--- config.mk ---
export PLATFORM = sky130hd
export DESIGN_NAME = aes_key_schedule
export DESIGN_NICKNAME = d
export VERILOG_FILES = /design/src/rtl/aes_key_schedule.sv
export SDC_FILE = /design/constraint.sdc
export NUM_CORES = 2
export LEC_CHECK = 0
export ABC_CLOCK_PERIOD_IN_PS = 17290
export CAP_MARGIN = 20
export CELL_PAD_IN_SITES_DETAIL_PLACEMENT = 2
export CELL_PAD_IN_SITES_GLOBAL_PLACEMENT = 2
export CORE_MARGIN = 8
export CORE_UTILIZATION = 35
export CTS_BUF_LIST = sky130_fd_sc_hd__clkbuf_4
export DETAILED_ROUTE_END_ITERATION = 10
export GPL_TIMING_DRIVEN = 0
export PLACE_DENSITY_LB_ADDON = 0.05
export SETUP_SLACK_MARGIN = 0.3
export SYNTH_ARGS = -nofsm -noshare
export SYNTH_HDL_FRONTEND = slang
export SYNTH_SLANG_ARGS = --single-unit
--- constraint.sdc ---
create_clock -name clk -period 17.29 [get_ports clk]
set_clock_uncertainty 0.15 [all_clocks]
set_input_delay 3.458 -clock clk [delete_from_list [all_inputs] [get_ports clk]]
set_output_delay 3.458 -clock clk [all_outputs]
set_load 0.02 [all_outputs]
--- src/rtl/aes_key_schedule.sv ---
// AES key schedule engine (128/192/256-bit keys).
//
// Expands a cipher key one 32-bit word per cycle through a single shared SubWord datapath,
// then streams the Nr+1 round keys in order over a valid/ready handshake.
//
// Parameters:
//   KEY_BITS  cipher key size: 128, 192 or 256 (Nk = KEY_BITS/32, Nr = Nk+6)
// Ports:
//   clk       system clock, rising edge
//   rst       synchronous active-high reset
//   start     one-cycle expansion request, honoured only while idle
//   key       cipher key, MSB-aligned (w[0] = key[255:224])
//   busy      expansion in progress
//   rk_valid  round key on rk/rk_idx is valid
//   rk_ready  consumer accepts on rk_valid && rk_ready
//   rk        round key {w[4r], w[4r+1], w[4r+2], w[4r+3]}
//   rk_idx    round index r
//   done      one-cycle pulse after round key Nr is accepted
// Optional feature, enabled by defining AES_KEY_SCHEDULE_STORE_EN:
//   rd_idx    round key read index
//   rd_key    stored round key at rd_idx, one cycle latency, 0 beyond Nr
module aes_key_schedule #(
  parameter int unsigned KEY_BITS = 128
) (
  input  logic         clk,
  input  logic         rst,
  input  logic         start,
  input  logic [255:0] key,
  output logic         busy,
  output logic         rk_valid,
  input  logic         rk_ready,
  output logic [127:0] rk,
  output logic [3:0]   rk_idx,
  output logic         done
`ifdef AES_KEY_SCHEDULE_STORE_EN
  ,
  input  logic [3:0]   rd_idx,
  output logic [127:0] rd_key
`endif
);

  localparam int unsigned Nk        = KEY_BITS / 32;
  localparam int unsigned Nr        = Nk + 6;
  localparam logic [5:0]  LastWord  = 6'(4 * Nr + 3);
  localparam logic [3:0]  LastRound = 4'(Nr);
  localparam logic [2:0]  OldPos    = 3'(8 - Nk);  // window slot of w[i-Nk]
  localparam logic [2:0]  LastKcnt  = 3'(Nk - 1);
  localparam bit          Is256     = (Nk == 8);

  typedef enum logic [1:0] {StIdle, StLoad, StExpand, StDrain} state_e;

  function automatic logic [7:0] gf_mul(input logic [7:0] a, input logic [7:0] b);
    logic [7:0] p;
    logic [7:0] x;
    p = '0;
    x = a;
    for (int k = 0; k < 8; k++) begin
      if (b[k]) p = p ^ x;
      x = {x[6:0], 1'b0} ^ (x[7] ? 8'h1b : 8'h00);
    end
    return p;
  endfunction

  // S-box as GF(2^8) inverse (a^254, which maps 0 to 0) followed by the affine transform.
  function automatic logic [7:0] sbox(input logic [7:0] a);
    logic [7:0] sq;
    logic [7:0] inv;
    sq  = a;
    inv = 8'h01;
    for (int k = 1; k < 8; k++) begin
      sq  = gf_mul(sq, sq);
      inv = gf_mul(inv, sq);
    end
    return inv ^ {inv[6:0], inv[7]} ^ {inv[5:0], inv[7:6]} ^ {inv[4:0], inv[7:5]}
               ^ {inv[3:0], inv[7:4]} ^ 8'h63;
  endfunction

  state_e      state_q, state_d;
  logic [31:0] win_q [8];  // sliding window, win_q[7] = w[i-1]
  logic [31:0] win_d [8];
  logic [31:0] key_win [8];
  logic [5:0]  i_q, i_d;
  logic [3:0]  e_q, e_d;
  logic [2:0]  kcnt_q, kcnt_d;  // i mod Nk
  logic [7:0]  rcon_q, rcon_d;
  logic        rk_valid_q, rk_valid_d;
  logic [127:0] rk_q, rk_d;
  logic [3:0]  rk_idx_q, rk_idx_d;
  logic        done_q, done_d;

  logic [5:0]  e_words;
  logic [5:0]  ahead;
  logic [2:0]  base;
  logic        emit_phase, words_ready, accept, load_rk, gen, rot_sel;
  logic [31:0] t, sub_in, sub_out, t_new, w_new;
  logic [127:0] rk_next;

  // Key words are placed rotated so w[0] lands at slot 8-Nk; the slots below it are never
  // read before being shifted out.
  always_comb begin
    for (int p = 0; p < 8; p++) begin
      key_win[p] = key[255 - 32 * ((p + Nk) % 8) -: 32];
    end
  end

  assign e_words     = {e_q, 2'b00};
  assign ahead       = i_q - e_words;
  assign base        = 3'(6'd8 - ahead);
  assign emit_phase  = (state_q == StExpand) || (state_q == StDrain);
  assign words_ready = (e_words + 6'd3) < i_q;
  assign accept      = rk_valid_q && rk_ready;
  assign load_rk     = emit_phase && words_ready && (!rk_valid_q || accept);
  // Never run 8 or more words ahead of the emit index, or w[4e] would be shifted out.
  assign gen         = (state_q == StExpand) && (ahead < 6'd8);

  assign rk_next = {win_q[base], win_q[3'(base + 3'd1)], win_q[3'(base + 3'd2)],
                    win_q[3'(base + 3'd3)]};

  // Shared SubWord datapath
  assign t       = win_q[7];
  assign rot_sel = (kcnt_q == 3'd0);
  assign sub_in  = rot_sel ? {t[23:0], t[31:24]} : t;
  assign sub_out = {sbox(sub_in[31:24]), sbox(sub_in[23:16]), sbox(sub_in[15:8]),
                    sbox(sub_in[7:0])};

  always_comb begin
    t_new = t;
    if (rot_sel) begin
      t_new = sub_out ^ {rcon_q, 24'h0};
    end else if (Is256 && (kcnt_q == 3'd4)) begin
      t_new = sub_out;
    end
  end

  assign w_new = win_q[OldPos] ^ t_new;

  always_comb begin
    state_d    = state_q;
    win_d      = win_q;
    i_d        = i_q;
    e_d        = e_q;
    kcnt_d     = kcnt_q;
    rcon_d     = rcon_q;
    rk_valid_d = rk_valid_q;
    rk_d       = rk_q;
    rk_idx_d   = rk_idx_q;
    done_d     = 1'b0;

    unique case (state_q)
      StIdle: begin
        if (start) begin
          win_d   = key_win;
          state_d = StLoad;
        end
      end
      StLoad: begin
        i_d     = 6'(Nk);
        kcnt_d  = 3'd0;
        e_d     = 4'd0;
        rcon_d  = 8'h01;
        state_d = StExpand;
      end
      StExpand: begin
        if (gen) begin
          for (int p = 0; p < 7; p++) begin
            win_d[p] = win_q[p + 1];
          end
          win_d[7] = w_new;
          i_d      = i_q + 6'd1;
          kcnt_d   = (kcnt_q == LastKcnt) ? 3'd0 : kcnt_q + 3'd1;
          if (rot_sel) begin
            rcon_d = {rcon_q[6:0], 1'b0} ^ (rcon_q[7] ? 8'h1b : 8'h00);
          end
          if (i_q == LastWord) begin
            state_d = StDrain;
          end
        end
      end
      StDrain: begin
        if (accept && (rk_idx_q == LastRound)) begin
          state_d = StIdle;
          done_d  = 1'b1;
        end
      end
      default: state_d = StIdle;
    endcase

    if (load_rk) begin
      rk_valid_d = 1'b1;
      rk_d       = rk_next;
      rk_idx_d   = e_q;
      e_d        = e_q + 4'd1;
    end else if (accept) begin
      rk_valid_d = 1'b0;
    end
  end

  always_ff @(posedge clk) begin
    if (rst) begin
      state_q    <= StIdle;
      i_q        <= '0;
      e_q        <= '0;
      kcnt_q     <= '0;
      rcon_q     <= 8'h01;
      rk_valid_q <= 1'b0;
      rk_q       <= '0;
      rk_idx_q   <= '0;
      done_q     <= 1'b0;
      for (int p = 0; p < 8; p++) begin
        win_q[p] <= '0;
      end
    end else begin
      state_q    <= state_d;
      win_q      <= win_d;
      i_q        <= i_d;
      e_q        <= e_d;
      kcnt_q     <= kcnt_d;
      rcon_q     <= rcon_d;
      rk_valid_q <= rk_valid_d;
      rk_q       <= rk_d;
      rk_idx_q   <= rk_idx_d;
      done_q     <= done_d;
    end
  end

  assign busy     = (state_q != StIdle);
  assign rk_valid = rk_valid_q;
  assign rk       = rk_q;
  assign rk_idx   = rk_idx_q;
  assign done     = done_q;

`ifdef AES_KEY_SCHEDULE_STORE_EN
  // Storage deliberately has no reset so keys survive rst.
  logic [127:0] store_q [15];
  logic [127:0] rd_key_q;

  always_ff @(posedge clk) begin
    if (load_rk) begin
      store_q[e_q] <= rk_next;
    end
    rd_key_q <= (rd_idx <= LastRound) ? store_q[rd_idx] : '0;
  end

  assign rd_key = rd_key_q;
`endif

endmodule

==> flow_metrics.env <==
export IMPL_htreeDepth=3
export IMPL_yosysSeqAreaShare_pct=10.2
export IMPL_detail_route_antenna_nets=0
export IMPL_required_ns=18.03
export IMPL_min_period_over_period_pct=99.9
export IMPL_area_growth_pct=27.1
export IMPL_drt_total_wl_microns=425000
export IMPL_synthDistinctLibCells=120
export IMPL_tightest_slew_ns=1.28
export IMPL_first_iter_violations=6509
export IMPL_viasPerCell=6.02
export IMPL_die_w_microns=497
export IMPL_critPathBufInv=16
export IMPL_cp_depth=71
export IMPL_port_buffers=394
export IMPL_crit_start="kcnt_q[0]"
export IMPL_crit_path_end="t[27]"
export IMPL_via_count=86300
export IMPL_crit_fanout=8
export IMPL_dieArea_sq_mm=0.247
export IMPL_worstPathArrival_ns=18.01
export IMPL_status="finished, final reports clean"
export IMPL_final_cells=14300
export IMPL_num_rows=176
export IMPL_dieHeight_microns=497
export IMPL_place_area_sq_mm=0.0891
export IMPL_clock_sink_count=413
export IMPL_synth_area_sq_mm=0.0810
export IMPL_synthCells=10000
export IMPL_critPathMaxStageDelay_ns=0.54
export IMPL_hp_class="flop to flop"
export IMPL_cpMostUsedCell="xnor3_2"
export IMPL_yosys_warnings=0
export IMPL_grt_ovfl_total=0
export IMPL_drive_gt1_share_pct=21.8
export IMPL_clk_pin_slew_ns=0.06
export IMPL_post_place_ws_ns=-5.35
export IMPL_dr_pass1_iters=5
export IMPL_core_sq_mm=0.230
export IMPL_synth_top_area_share_pct=17.5
export IMPL_async_flop_share_pct=0
export IMPL_final_area_sq_mm=0.103
export IMPL_wl_per_cell_microns=29.6
export IMPL_finalSetupViolCount=0
export IMPL_root_buffer="clkbuf_4"
export IMPL_finalHoldViolations=0
export IMPL_clock_path_buffers=3
export IMPL_r2r_cells=71
export IMPL_grt_total_usage_pct=31.1
export IMPL_routabilityCongestion=0.939
export IMPL_tns_ns=0
export IMPL_grt_pass1_wl_microns=604000
export IMPL_cts_buffers=116
export IMPL_final_net_count=11500
export IMPL_slew_headroom_pct=14.0
export IMPL_syn_area_per_cell_sq_um=8.06
export IMPL_rsz0062_at_grt="yes"
export IMPL_grt_max_degree=17
export IMPL_clk_latency_ns=1.02
export IMPL_placed_cells=13500
export IMPL_rr_startpoint="kcnt_q[0]"
export IMPL_period_minus_slack_ns=17.27
export IMPL_yosysTopAreaCell="xnor2_1"
export IMPL_cts_tree="yes"
export IMPL_antenna_found_initial=21
export IMPL_hold_buffers=0
export IMPL_synthTopCellsByArea="xnor2_1, dfxtp_1, xnor3_1"
export IMPL_synth_edf_count=0
export IMPL_cp_slowest_cell="xnor3_2"
export IMPL_cp_end_kind="flop"
export IMPL_cp_top_family="XOR/XNOR gates"
export IMPL_dominantRegCellSynth="dfxtp_1"
export IMPL_start_util_pct=35.2
export IMPL_slew_viol_final=0
export IMPL_fmax_ghz=0.0579
export IMPL_post_route_drc_count=0
export IMPL_critPathLaunchType="flop"
export IMPL_ys_ff_latch=413
export IMPL_rrSetupSlack_ns=0.02
export IMPL_dp_hpwl_microns=308000
export IMPL_critPathKind="flop to flop"
export IMPL_worst_slack_ns=0.0182
export IMPL_syn_nets=10300
export IMPL_rr_endpoint="t[27]"
export IMPL_cap_violations=0
export IMPL_ioPinCount=395
export IMPL_grt_pass1_vias=89900
==> synthesized netlist by cell type (all sizes together) (76+ instances only) <==
cell       n
xnor3    326
o21ai    426
xnor2   1719
dfxtp    413
nand2b    77
nand3    177
nor2    1547
a31oi     76
a211oi   432
nor3     193
mux2i    611
clkbuf   545
buf      228
o22ai    101
mux4     227
nand2    848
inv      102
a21oi    469
xor2     487
==> repair_timing <==
item | in CTS | in global routing
endpoints found under the setup margin | 32 | 32
pin swaps | 166 | 299
resized for setup | 747 | 578
buffers inserted | 239 | 351
==> state kept, by name, summed over array words and instances, names as in the netlist <==
register and cells:
win_q 224, kcnt_q 3, rcon_q 8, rk_valid 1, i_q 6, rk 128, state_q 2, e_q 4
done 1, t 32, rk_idx 4
==> final cells by class <==
type	instances	area, sq um
repair buffers	1033	9440
inverters	114	493
clock buffers	169	1270
clock inverters	36	302
fillers	25400	127000
flip-flops and latches	413	8270
plain buffers	776	4030
well taps	3026	3790
multi-input cells	8745	75300
diodes	16	40.0
==> logic make-up after synthesis <==
kind of cell    count (synthesis)  share of synthesized area, %
simple gates                 3163                          16.6
xor+xnor                     2583                          36.0
compound gates               2058                          16.8
mux                           899                          14.9
buf+inv                       890                          4.85
flops                         413                          10.2
fa+ha+maj                      42                         0.646
==> placed cells by master, fill, tap and decap left out, drive strengths merged, types with 43 or more instances in the layout <==
master / count
buf: 874
o211ai: 62
mux4: 227
and3: 44
o22ai: 101
a31oi: 76
nor3: 193
xnor3: 326
nand2: 848
nor2: 1547
xor3: 51
clkdlybuf4s50: 394
o21ai: 426
a21oi: 469
nand2b: 77
or3: 43
inv: 100
mux2: 61
xor2: 487
xnor2: 1719
dfxtp: 413
nand3: 177
mux2i: 611
clkbuf: 706
a211oi: 432
nor2b: 63
a22oi: 66
==> layer usage <==
layer  global-route usage (%)  part of all wire [%]
met2                     52.4                    47
met3                     4.08                   5.7
met4                     13.0                   5.2
met5                        0                 0.014
met1                     40.2                    42
==> per-stage QoR <==
stage / utilization [%] / hold WS [ns]
final: 44.7 / 0.356
after detailed placement: 38.7 / 0.341
after CTS: 42.1 / 0.350
after floorplan: - / 0.299
after global routing: 44.7 / 0.356
after global placement: 38.6 / 0.310
==> how the worst min path moves through the flow <==
| stage | slack (ns) | cells past startpoint | from | endpoint |
|---|---|---|---|---|
| floorplan | 0.30 | 2 | kcnt_q[1] | kcnt_q[1] |
| global placement | 0.31 | 2 | kcnt_q[1] | kcnt_q[1] |
| detailed placement | 0.34 | 2 | rcon_q[6] | rcon_q[7] |
| CTS | 0.35 | 2 | rcon_q[6] | rcon_q[7] |
| global route | 0.36 | 2 | rcon_q[5] | rcon_q[6] |
| finish | 0.36 | 2 | rk[90] | rk[90] |
==> tightest hold or removal path: stages (launching register included) <==
cell and delay (ns):
dfxtp_1 0.31, nor2_1 0.10, a211oi_1 0.05
Power is not shown: default switching activity piles up to over one toggle a cycle in this logic, so the estimate is an artifact.
